**config.mk**
```make
export PLATFORM = sky130hd
export DESIGN_NAME = hazard_ctrl
export DESIGN_NICKNAME = d
export VERILOG_FILES = /design/src/rtl/hazard_pkg.sv /design/src/rtl/hazard_ctrl_mul_seq.sv /design/src/rtl/hazard_ctrl.sv
export SDC_FILE = /design/constraint.sdc
export NUM_CORES = 1
export LEC_CHECK = 0
export ABC_AREA = 1
export CAP_MARGIN = 20
export CORE_MARGIN = 2
export CORE_UTILIZATION = 30
export DETAILED_ROUTE_END_ITERATION = 10
export PLACE_DENSITY = 0.75
export SLEW_MARGIN = 20
export SYNTH_ARGS = -nofsm -noshare
export SYNTH_HDL_FRONTEND = slang
export SYNTH_SLANG_ARGS = --single-unit
```
**constraint.sdc**
```tcl
create_clock -name clk -period 2.7 [get_ports clk]
set_input_delay 0.675 -clock clk [delete_from_list [all_inputs] [get_ports clk]]
set_output_delay 0.675 -clock clk [all_outputs]
set_load 0.01 [all_outputs]
```
**src/rtl/hazard_pkg.sv**
```systemverilog
// Shared types and constants for the pipeline hazard controller.
package hazard_pkg;

  typedef enum logic [1:0] {
    StIdle = 2'd0,
    StBusy = 2'd1,
    StDone = 2'd2
  } mul_state_t;

  localparam logic [1:0] FWD_RF = 2'b00;
  localparam logic [1:0] FWD_W  = 2'b01;
  localparam logic [1:0] FWD_M  = 2'b10;

  // Memory stage wins when both later stages write the same register.
  function automatic logic [1:0] fwd_sel(input logic [3:0] ra, input logic [3:0] wa3m,
                                         input logic [3:0] wa3w, input logic rwm,
                                         input logic rww);
    logic [1:0] sel;
    sel = FWD_RF;
    if (rwm && (ra == wa3m)) begin
      sel = FWD_M;
    end else if (rww && (ra == wa3w)) begin
      sel = FWD_W;
    end
    return sel;
  endfunction

endpackage

```
**src/rtl/hazard_ctrl_mul_seq.sv**
```systemverilog
// Multiply occupancy sequencer: tracks how long a multiply holds the Execute stage.
module mul_seq
  import hazard_pkg::*;
#(
  parameter int unsigned MUL_CYCLES = 4,
  parameter int unsigned CNT_W      = (MUL_CYCLES > 1) ? $clog2(MUL_CYCLES) : 1
) (
  input  logic clk,
  input  logic reset,
  input  logic MulStartE,
  output logic hold,
  output logic MulBusy,
  output logic MulDoneE
);

  localparam logic [CNT_W-1:0] CntLoad = CNT_W'(MUL_CYCLES - 2);
  // A two-cycle multiply has no BUSY phase: start cycle then straight to DONE.
  localparam bit Direct = (MUL_CYCLES == 2);

  mul_state_t       state_q, state_d;
  logic [CNT_W-1:0] cnt_q, cnt_d;
  logic             start_ok;

  assign start_ok = MulStartE && (state_q != StBusy);

  always_comb begin
    state_d = state_q;
    cnt_d   = cnt_q;
    unique case (state_q)
      StIdle, StDone: begin
        if (MulStartE) begin
          state_d = Direct ? StDone : StBusy;
          cnt_d   = CntLoad;
        end else begin
          state_d = StIdle;
          cnt_d   = '0;
        end
      end
      StBusy: begin
        cnt_d = cnt_q - CNT_W'(1);
        if (cnt_q <= CNT_W'(1)) begin
          state_d = StDone;
          cnt_d   = '0;
        end
      end
      default: begin
        state_d = StIdle;
        cnt_d   = '0;
      end
    endcase
  end

  always_ff @(posedge clk) begin
    if (reset) begin
      state_q <= StIdle;
      cnt_q   <= '0;
    end else begin
      state_q <= state_d;
      cnt_q   <= cnt_d;
    end
  end

  assign hold     = start_ok || (state_q == StBusy);
  assign MulBusy  = !reset && ((state_q == StBusy) || (state_q == StDone));
  assign MulDoneE = !reset && (state_q == StDone);

endmodule

```
**src/rtl/hazard_ctrl.sv**
```systemverilog
// Forwarding selects, stage stalls and flushes for the five-stage core.
module hazard_ctrl
  import hazard_pkg::*;
#(
  parameter int unsigned MUL_CYCLES = 4,
  parameter int unsigned CNT_W      = (MUL_CYCLES > 1) ? $clog2(MUL_CYCLES) : 1
) (
  input  logic       clk,
  input  logic       reset,
  input  logic [3:0] Ra1D,
  input  logic [3:0] Ra2D,
  input  logic [3:0] Ra1E,
  input  logic [3:0] Ra2E,
  input  logic [3:0] WA3E,
  input  logic [3:0] WA3M,
  input  logic [3:0] WA3W,
  input  logic       RegWriteM,
  input  logic       RegWriteW,
  input  logic       MemtoRegE,
  input  logic       PCSrcD,
  input  logic       PCSrcE,
  input  logic       PCSrcM,
  input  logic       PCSrcW,
  input  logic       BranchTakenE,
  input  logic       MulStartE,
  output logic [1:0] ForwardAE,
  output logic [1:0] ForwardBE,
  output logic       StallF,
  output logic       StallD,
  output logic       StallE,
  output logic       FlushD,
  output logic       FlushE,
  output logic       FlushM,
  output logic       MulBusy,
  output logic       MulDoneE
);

  logic hold;
  logic ldr_stall;
  logic pc_wr_pending;

  mul_seq #(
    .MUL_CYCLES(MUL_CYCLES),
    .CNT_W     (CNT_W)
  ) u_mul_seq (
    .clk      (clk),
    .reset    (reset),
    .MulStartE(MulStartE),
    .hold     (hold),
    .MulBusy  (MulBusy),
    .MulDoneE (MulDoneE)
  );

  assign ForwardAE = fwd_sel(Ra1E, WA3M, WA3W, RegWriteM, RegWriteW);
  assign ForwardBE = fwd_sel(Ra2E, WA3M, WA3W, RegWriteM, RegWriteW);

  assign ldr_stall     = MemtoRegE && ((Ra1D == WA3E) || (Ra2D == WA3E));
  assign pc_wr_pending = PCSrcD || PCSrcE || PCSrcM;

  // A multiply in Execute freezes F/D/E and bubbles M, overriding other hazards.
  always_comb begin
    StallF = 1'b0;
    StallD = 1'b0;
    StallE = 1'b0;
    FlushD = 1'b0;
    FlushE = 1'b0;
    FlushM = 1'b0;
    if (hold) begin
      StallF = 1'b1;
      StallD = 1'b1;
      StallE = 1'b1;
      FlushM = 1'b1;
    end else begin
      StallF = ldr_stall || pc_wr_pending;
      StallD = ldr_stall;
      FlushD = pc_wr_pending || PCSrcW || BranchTakenE;
      FlushE = ldr_stall || BranchTakenE;
    end
  end

endmodule
```
==> results.sh, run 1 <==
export IMPL_dpl_worst_slack_ns=-0.294
export IMPL_crit_path_max_fanout=4
export IMPL_end_kind="output port"
export IMPL_route_vias_total=861
export IMPL_endpoint="ForwardAE[1]"
export IMPL_cp_depth=8
export IMPL_critPathTopFamily="buffers and inverters"
export IMPL_syn_avg_cell_area_um2=5.37
export IMPL_final_nets=215
export IMPL_cts_tree="yes"
export IMPL_rsz0062_at_grt="no"
export IMPL_synth_cell_area_um2=618
export IMPL_viasPerCell=4.35
export IMPL_first_pass_iters=4
export IMPL_hp_class="register to register"
export IMPL_synth_distinct_cells=20
export IMPL_drc=0
export IMPL_antenna_found_initial=0
export IMPL_clockBufferDepth=2
export IMPL_dieArea_mm2=0.00244
export IMPL_drive_gt1_share_pct=9.94
export IMPL_tns_ns=0
export IMPL_fill_cells=200
export IMPL_critical_path_arrival_ns=1.91
export IMPL_h_tree_depth=1
export IMPL_cts_sinks=4
export IMPL_dp_hpwl_um=1590
export IMPL_grt_pass1_vias=876
export IMPL_timing_final_crit_share_pct=95.8
export IMPL_final_hold_viol_count=0
export IMPL_p_per_area_mw_per_mm2=243
export IMPL_rr_startpoint="u_mul_seq.state_q[1]$_SDFFE_PP0P_"
export IMPL_setup_viol=0
export IMPL_worst_path_buf_inv=3
export IMPL_clock_skew_ns=0.00283
export IMPL_worstSetupPathType="input pin to output port"
export IMPL_crit_chain="clkdlybuf4s50_1, inv_1, nand2_1, o21ai_0, nor2_1, nand4_1, nor2_2, dlygate4sd2_1"
export IMPL_wl_per_cell_um=9.07
export IMPL_worstMarginPinSlew_ns=0.253
export IMPL_netlist_instances=115
export IMPL_grt_ovfl_total=0
export IMPL_syn_to_final_growth_pct=90.9
export IMPL_status="finished clean"
export IMPL_cts_setup_buffers=0
export IMPL_synth_top_area_share_pct=23.1
export IMPL_die_y_um=49.4
export IMPL_yosys_warnings=0
export IMPL_routed_wl_um=1800
export IMPL_syn_nets=157
export IMPL_port_buffers=50
export IMPL_start_util_pct=31.5
export IMPL_ant_nets=0
export IMPL_crit_required_ns=2.03
export IMPL_ios=51
export IMPL_ys_seq_area_share_pct=13.0
export IMPL_grt_pass1_wl_um=3190
export IMPL_crit_slowest_cell="clkdlybuf4s50_1"
export IMPL_core_mm2=0.00196
export IMPL_synthTopCellsByArea="nand2_1 23%, inv_1 15%, dfxtp_1 13%"
export IMPL_power_total_uw=287
export IMPL_timing_hold_ws_ns=0.433
export IMPL_clk_pin_slew_ns=0.04
export IMPL_ys_ff_latch=4
export IMPL_timing_slew_headroom_pct=83.0
export IMPL_reg2reg_depth=6
export IMPL_fmax_mhz=387
export IMPL_cts_inserted_buffers=3
export IMPL_crit_path_start="Ra1E[0]"
export IMPL_maxCapViolations=0
export IMPL_p_leak_uw=0.000602
export IMPL_yosys_area_top_type="nand2_1"
export IMPL_place_gp_congestion=0.701
export IMPL_r2r_end="u_mul_seq.cnt_q[1]$_SDFF_PP0_"
export IMPL_start_kind="input pin"
export IMPL_clock_root_buffer="clkbuf_4"
export IMPL_fp_dieW_um=49.4
export IMPL_slowest_delay_ns=0.45
export IMPL_fin_ws_ns=0.114
export IMPL_num_rows=16
export IMPL_fin_util_pct=60.1
export IMPL_track_usage_pct=16.1
export IMPL_grt_max_degree=7
export IMPL_diodes=0
export IMPL_clk_latency_ns=0.23
export IMPL_drt_iter0_markers=20
export IMPL_r2r_slack_ns=1.55
export IMPL_ir_drop_uv=202
export IMPL_slew_violations=0
export IMPL_cts_hold_buffers=0
export IMPL_period_minus_slack_ns=2.59
==> power breakdown <==
part / internal (uW) / leakage [uW] / switching (uW)
Sequential: 61.8 / 0.0000327 / 1.63
Combinational: 90.0 / 0.000556 / 60.1
Clock: 49.7 / 0.0000138 / 23.8
Total: 201 / 0.000602 / 85.6
==> per-layer routing <==
layer / part of all wire, % / routed length [um] / vias up / GRT usage (%)
met5: 0 / 0 / - / 0
met4: 0 / 0 / 0 / 5.56
met3: 8.1 / 146 / 0 / 3.07
met2: 50 / 899 / 35 / 30.9
met1: 42 / 750 / 360 / 17.3
li1: - / - / 466 / -
==> layout make-up <==
cell class	count	area [um2]	area share, %
Clock buffer	3	22.5	1.91
Timing Repair Buffer	54	505	42.8
Tap cell	27	33.8	2.86
Inverter	24	90.1	7.64
Multi-Input combinational cell	86	448	38.0
Sequential cell	4	80.1	6.79
==> cells in the final DEF (no fill, tap or decap) <==
cell type	synthesis	layout
nand2_2	1	1
dlygate4sd2_1	0	2
clkbuf_2	0	5
dfxtp_1	4	4
dlymetal6s2s_1	0	1
nand4_1	3	3
nor3_2	0	1
xnor2_1	8	8
nand2_1	38	38
a21oi_1	4	4
nor2_2	0	1
o211ai_1	1	1
inv_1	24	24
o31ai_1	1	1
o21ai_0	5	5
nor4_1	2	2
nand3_1	1	1
nand3b_1	1	1
a211oi_1	1	1
clkbuf_4	0	3
ha_1	3	3
a21oi_2	1	1
or2_2	1	1
clkdlybuf4s50_1	0	42
buf_4	1	4
nor2_1	14	13
==> cell usage after synthesis (all sizes together) <==
cell type and count:
xnor2 8, nand3 1, buf 1, nor3 1, nand4 3, o211ai 1
inv 24, nand2 39, o21ai 5, a211oi 1, o31ai 1, a21oi 5
ha 3, nor2 14, nor4 2, dfxtp 4, or2 1, nand3b 1
==> state kept, by name, summed over array words and instances (netlist names) <==
name	count
u_mul_seq.state_q	2
u_mul_seq.cnt_q	2
==> repair_timing <==
item | in CTS | in global routing
setup endpoints to repair | 7 | 6
resized for setup | 9 | 11
pin swaps | 0 | 1
==> kinds of logic after synthesis <==
| group | Yosys count | share of synthesized area, % |
|---|---|---|
| flip-flops | 4 | 13.0 |
| XOR/XNOR | 8 | 11.3 |
| AND/OR/NAND/NOR | 62 | 41.5 |
| adder cells (fa/ha/maj) | 3 | 6.07 |
| AO/OA/AOI/OAI | 13 | 12.3 |
| buffers and inverters | 25 | 15.8 |
==> how the worst min path moves through the flow <==
stage | cells after the start | endpoint | slack, ns | start
4_1_cts | 1 | u_mul_seq.cnt_q[0]$_SDFF_PP0_ | 0.43 | u_mul_seq.cnt_q[0]$_SDFF_PP0_
5_1_grt | 1 | u_mul_seq.cnt_q[0]$_SDFF_PP0_ | 0.47 | u_mul_seq.cnt_q[0]$_SDFF_PP0_
3_5_place_dp | 1 | u_mul_seq.cnt_q[0]$_SDFF_PP0_ | 0.43 | u_mul_seq.cnt_q[0]$_SDFF_PP0_
3_3_place_gp | 1 | u_mul_seq.cnt_q[0]$_SDFF_PP0_ | 0.41 | u_mul_seq.cnt_q[0]$_SDFF_PP0_
6_report | 1 | u_mul_seq.cnt_q[0]$_SDFF_PP0_ | 0.43 | u_mul_seq.cnt_q[0]$_SDFF_PP0_
2_1_floorplan | 1 | u_mul_seq.cnt_q[0]$_SDFF_PP0_ | 0.40 | u_mul_seq.cnt_q[0]$_SDFF_PP0_
==> per-stage QoR <==
step	instance area, um2	std cells
global route	1180	198
finish	1180	198
global placement	1170	195
detailed placement	1170	195
floorplan	618	115
CTS	1190	198
==> worst register-to-register path: cells and delay by family (launching register included) <==
family / cells / cell delay (ns)
AO/OA/AOI/OAI: 1 / 0.17
adder cells (fa/ha/maj): 1 / 0.21
buffers and inverters: 2 / 0.13
flip-flops: 1 / 0.35
AND/OR/NAND/NOR: 2 / 0.17
Note: power is estimated with default switching activity, not from simulation.
==> run 2: changes to the inputs <==
--- a/config.mk
+++ b/config.mk
@@ -10,7 +10,7 @@
 export CORE_MARGIN = 2
 export CORE_UTILIZATION = 30
 export DETAILED_ROUTE_END_ITERATION = 10
-export PLACE_DENSITY = 0.75
+export PLACE_DENSITY = 0.77
 export SLEW_MARGIN = 20
 export SYNTH_ARGS = -nofsm -noshare
 export SYNTH_HDL_FRONTEND = slang
==> run 2 against run 1 <==
Net effect: sequential power about the same; first-iteration DRC count is 15% lower; fmax is 1.7% lower; clock-buffer cell count stayed put; design area up 0.85%; sequential share of layout area decreased by 0.057 points; flip-flop and latch count did not move; worst setup slack worse by 0.045 ns; largest power group unchanged.
==> results.sh, run 2 (synthesized netlist as in run 1, its figures left out) <==
export IMPL_status="finished clean"
export IMPL_grt_pass1_wl_um=3460
export IMPL_intPower_uw=202
export IMPL_power_total_uw=291
export IMPL_cts_hold_buffers=0
export IMPL_cts_tree="yes"
export IMPL_num_rows=16
export IMPL_die_y_um=49.4
export IMPL_period_minus_slack_ns=2.63
export IMPL_place_gp_congestion=0.761
export IMPL_worstMarginPinSlew_ns=0.254
export IMPL_first_pass_iters=4
export IMPL_fmax_mhz=380
export IMPL_swShare_pct=30.5
export IMPL_fp_dieW_um=49.4
export IMPL_tns_ns=0
export IMPL_rsz0062_at_grt="no"
export IMPL_cts_sinks=4
export IMPL_ios=51
export IMPL_drt_iter0_markers=17
export IMPL_dieArea_mm2=0.00244
export IMPL_comb_power_share_pct=52.9
export IMPL_crit_path_max_fanout=3
export IMPL_syn_to_final_growth_pct=92.5
export IMPL_switching_power_uw=88.6
export IMPL_layout_commonest_cell="clkdlybuf4s50_1"
export IMPL_pwr_share_clk_pct=25.2
export IMPL_ir_drop_uv=157
export IMPL_clk_latency_ns=0.23
export IMPL_dp_hpwl_um=1740
export IMPL_drc=0
export IMPL_start_util_pct=31.5
export IMPL_final_nets=215
export IMPL_p_leak_uw=0.000622
export IMPL_cts_inserted_buffers=3
export IMPL_crit_required_ns=2.03
export IMPL_viasPerCell=4.46
export IMPL_clock_root_buffer="clkbuf_4"
export IMPL_grt_ovfl_total=0
export IMPL_worstSetupPathType="input pin to output port"
export IMPL_drive_gt1_share_pct=11.7
export IMPL_h_tree_depth=1
export IMPL_clk_pin_slew_ns=0.03
export IMPL_diodes=0
export IMPL_seqPwrFrac_pct=21.8
export IMPL_core_mm2=0.00196
export IMPL_clock_skew_ns=0.00252
export IMPL_critical_path_arrival_ns=1.96
export IMPL_wl_per_cell_um=10.4
export IMPL_routed_wl_um=2060
export IMPL_timing_final_crit_share_pct=97.5
export IMPL_timing_slew_headroom_pct=83.0
export IMPL_maxCapViolations=0
export IMPL_end_kind="output port"
export IMPL_route_vias_total=883
export IMPL_hp_class="register to register"
export IMPL_ant_nets=0
export IMPL_p_per_area_mw_per_mm2=244
export IMPL_slew_violations=0
export IMPL_grt_pass1_vias=876
export IMPL_largest_registers="u_mul_seq.cnt_q x2, u_mul_seq.state_q x2"
export IMPL_clockBufferDepth=2
export IMPL_start_kind="input pin"
export IMPL_grt_max_degree=7
export IMPL_track_usage_pct=17.9
export IMPL_port_buffers=50
export IMPL_final_cell_mix="39 x clkdlybuf4s50_1, 38 x nand2_1, 24 x inv_1, 11 x nor2_1, 8 x xnor2_1"
export IMPL_final_hold_viol_count=0
export IMPL_setup_viol=0
export IMPL_antenna_found_initial=0
## run 2: routing by layer
layer / vias up / wire, um / global-route usage [%] / share of wire, %
met1: 372 / 826 / 18.9 / 40
met2: 42 / 1050 / 35.4 / 51
li1: 467 / - / - / -
met3: 2 / 165 / 3.07 / 8.0
met4: 0 / 14 / 5.56 / 0.68
met5: - / 0 / 0 / 0
## run 2: worst paths after layout
check                                    startpoint                             to  slack (ns)  cells after the start
setup reg to reg  u_mul_seq.state_q[1]$_SDFFE_PP0P_  u_mul_seq.cnt_q[1]$_SDFF_PP0_        1.56                      6
hold reg to reg       u_mul_seq.cnt_q[0]$_SDFF_PP0_  u_mul_seq.cnt_q[0]$_SDFF_PP0_        0.43                      1
setup / recovery                          MulStartE                         FlushM        0.07                      5
hold / removal        u_mul_seq.cnt_q[0]$_SDFF_PP0_  u_mul_seq.cnt_q[0]$_SDFF_PP0_        0.43                      1
## run 2: per-stage QoR
| step | hold WS, ns | cells | instance area, um2 | setup slack [ns] | utilization (%) |
|---|---|---|---|---|---|
| 2_1_floorplan | 0.398 | 115 | 618 | 0.643 | - |
| 3_3_place_gp | 0.405 | 195 | 1170 | -0.253 | 59.9 |
| 3_5_place_dp | 0.433 | 195 | 1170 | -0.272 | 59.9 |
| 4_1_cts | 0.432 | 198 | 1190 | 0.0205 | 60.9 |
| 5_1_grt | 0.442 | 198 | 1190 | 0.00324 | 60.7 |
| 6_report | 0.426 | 198 | 1190 | 0.0683 | 60.7 |
## run 2: repair_timing
item                                    4_1_cts  5_1_grt
endpoints found under the setup margin        7       10
resized for setup                             9       19
pin swaps                                     0        5
setup buffers                                 0        0
## run 2: critical path, cell delays in order
cell and delay (ns):
clkdlybuf4s50_1 0.49, nor2_2 0.05, inv_1 0.09, buf_4 0.12
clkdlybuf4s50_1 0.53
## run 2: final cells by class
| cell class | count | area, um2 |
|---|---|---|
| Fill cell | 203 | 772 |
| Timing Repair Buffer | 54 | 510 |
| Multi-Input combinational cell | 86 | 453 |
| Inverter | 24 | 90.1 |
| Sequential cell | 4 | 80.1 |
| Tap cell | 27 | 33.8 |
| Clock buffer | 3 | 22.5 |
## run 2: power groups by stage
stage	Sequential (uW)	Combinational, uW	Clock (uW)
2_1_floorplan	64.0	59.8	0
3_3_place_gp	64.2	152	0
3_5_place_dp	64.4	156	0
4_1_cts	63.5	155	75.9
5_1_grt	63.8	170	79.4
6_report	63.5	154	73.4
==> run 3: changes to the inputs <==
--- a/config.mk
+++ b/config.mk
@@ -9,6 +9,7 @@
 export CAP_MARGIN = 20
 export CORE_MARGIN = 2
 export CORE_UTILIZATION = 30
+export CTS_CLUSTER_DIAMETER = 120
 export DETAILED_ROUTE_END_ITERATION = 10
 export PLACE_DENSITY = 0.77
 export SLEW_MARGIN = 20
==> constraint.sdc (replaced) <==
create_clock -name clk -period 2.5 [get_ports clk]
set_input_delay 0.625 -clock clk [delete_from_list [all_inputs] [get_ports clk]]
set_output_delay 0.625 -clock clk [all_outputs]
set_load 0.01 [all_outputs]
==> run 3 against run 2 <==
Net effect: final cell count grew 0.51%; sequential share of layout area shrank 0.12 points; utilization grew 1.1 points; sequential power grew 7.9%; flip-flop and latch count is the same; combinational power grew 5%; first-iteration DRC count shrank 29%; die area is the same; design area grew 1.8%; clock-buffer cell count is the same.
==> results.sh, run 3 (synthesized netlist as in run 1, its figures left out) <==
export IMPL_grt_max_degree=5
export IMPL_cts_tree="yes"
export IMPL_cts_inserted_buffers=3
export IMPL_hold_path_end="u_mul_seq.cnt_q[0]$_SDFF_PP0_"
export IMPL_track_usage_pct=17.8
export IMPL_clockBufferDepth=2
export IMPL_diodes=0
export IMPL_start_kind="input pin"
export IMPL_largest_registers="u_mul_seq.cnt_q x2, u_mul_seq.state_q x2"
export IMPL_route_vias_total=893
export IMPL_routed_wl_um=2020
export IMPL_worstSetupPathType="input pin to output port"
export IMPL_crit_chain="clkdlybuf4s50_1, inv_2, or2_2, nand3_2, nor3_2, nor2_1, buf_2"
export IMPL_h_tree_depth=1
export IMPL_cts_setup_buffers=0
export IMPL_layout_commonest_cell="nand2_1"
export IMPL_maxCapViolations=0
export IMPL_p_leak_uw=0.000719
export IMPL_place_gp_congestion=0.759
export IMPL_grt_pass1_vias=897
export IMPL_critical_path_arrival_ns=1.79
export IMPL_r2r_end="u_mul_seq.state_q[0]$_SDFFE_PP0P_"
export IMPL_slew_violations=0
export IMPL_min_path_cells=1
export IMPL_die_y_um=49.4
export IMPL_syn_to_final_growth_pct=96.0
export IMPL_grt_pass1_wl_um=3450
export IMPL_final_nets=216
export IMPL_drt_iter0_markers=12
export IMPL_hp_class="register to register"
export IMPL_drive_gt1_share_pct=14.0
export IMPL_port_buffers=50
export IMPL_rsz0062_at_grt="no"
export IMPL_setup_viol=0
export IMPL_ir_drop_uv=195
export IMPL_end_kind="output port"
export IMPL_cts_hold_buffers=0
export IMPL_tns_ns=0
export IMPL_crit_path_max_fanout=4
export IMPL_wl_per_cell_um=10.2
export IMPL_hold_path_startpoint="u_mul_seq.cnt_q[0]$_SDFF_PP0_"
export IMPL_antenna_found_initial=0
export IMPL_core_mm2=0.00196
export IMPL_drc=0
export IMPL_grt_ovfl_total=0
export IMPL_place_area_mm2=0.00118
export IMPL_viasPerCell=4.49
export IMPL_clock_skew_ns=0.0105
export IMPL_power_total_uw=314
export IMPL_start_util_pct=31.5
export IMPL_clock_root_buffer="clkbuf_4"
export IMPL_r2r_slack_ns=1.31
export IMPL_dp_hpwl_um=1660
export IMPL_crit_required_ns=1.88
export IMPL_fin_area_mm2=0.00121
export IMPL_num_rows=16
export IMPL_final_cell_mix="38 x nand2_1, 25 x clkdlybuf4s50_1, 22 x inv_1, 13 x dlymetal6s2s_1, 12 x nor2_1"
export IMPL_final_hold_viol_count=0
export IMPL_reg2reg_depth=6
export IMPL_slowest_delay_ns=0.47
export IMPL_clk_latency_ns=0.24
export IMPL_status="finished clean"
export IMPL_fmax_mhz=414
export IMPL_timing_slew_headroom_pct=85.9
export IMPL_fp_dieW_um=49.4
export IMPL_ios=51
export IMPL_clk_pin_slew_ns=0.05
export IMPL_crit_slowest_cell="clkdlybuf4s50_1"
export IMPL_timing_final_crit_share_pct=96.5
export IMPL_dieArea_mm2=0.00244
export IMPL_worstMarginPinSlew_ns=0.209
export IMPL_period_minus_slack_ns=2.41
export IMPL_first_pass_iters=4
export IMPL_p_per_area_mw_per_mm2=259
export IMPL_rr_startpoint="u_mul_seq.state_q[1]$_SDFFE_PP0P_"
export IMPL_cts_sinks=4
export IMPL_ant_nets=0
-- run 3: timing repair --
| action | 4_1_cts | 5_1_grt |
|---|---|---|
| resized for setup | 27 | 23 |
| endpoints found under the setup margin | 10 | 7 |
| pin swaps | 1 | 12 |
-- run 3: per-layer routing --
metal  wire length [um]  track usage, %  vias up  share of wire, %
met5                  0               0        -                 0
met1                811            17.4      373                40
met3                165            4.29        4               8.2
li1                   -               -      467                 -
met4                 31            8.80        0               1.5
met2               1020            34.5       49                50
-- run 3: how the worst max path moves through the flow --
| stage | cells past startpoint | end | slack [ns] | startpoint |
|---|---|---|---|---|
| floorplan | 5 | ForwardBE[0] | 0.54 | Ra2E[0] |
| global placement | 10 | FlushE | -0.35 | WA3E[1] |
| global route | 7 | ForwardBE[0] | 0.007 | Ra2E[0] |
| finish | 7 | ForwardBE[0] | 0.09 | Ra2E[0] |
| detailed placement | 10 | FlushE | -0.36 | WA3E[1] |
| CTS | 8 | ForwardAE[1] | 0.007 | Ra1E[0] |
-- run 3: critical path: cells and delay by family --
kind / cells / cell delay, ns
buffers and inverters: 3 / 0.65
and+or+nand+nor: 4 / 0.51
-- run 3: metrics by stage --
stage               utilization, %  std cells  hold WS [ns]  setup WS (ns)
floorplan                        -        115         0.398          0.543
global placement              60.3        196         0.404         -0.347
detailed placement            60.3        196         0.421         -0.359
CTS                           60.7        199         0.421        0.00744
global route                  61.7        199         0.431        0.00656
finish                        61.7        199         0.417         0.0867
-- run 3: power breakdown --
part / switching (uW) / total [uW] / internal [uW]
Sequential: 1.83 / 68.5 / 66.7
Clock: 30.6 / 84.6 / 54.0
Combinational: 68.7 / 161 / 92.4
-- run 3: layout make-up --
| cell class | count | area [um2] |
|---|---|---|
| tap | 27 | 33.8 |
| inverter | 24 | 90.1 |
| fill | 193 | 751 |
| clock buffer | 3 | 22.5 |
| timing repair buffer | 55 | 529 |
| sequential | 4 | 80.1 |
| multi-input combinational | 86 | 455 |
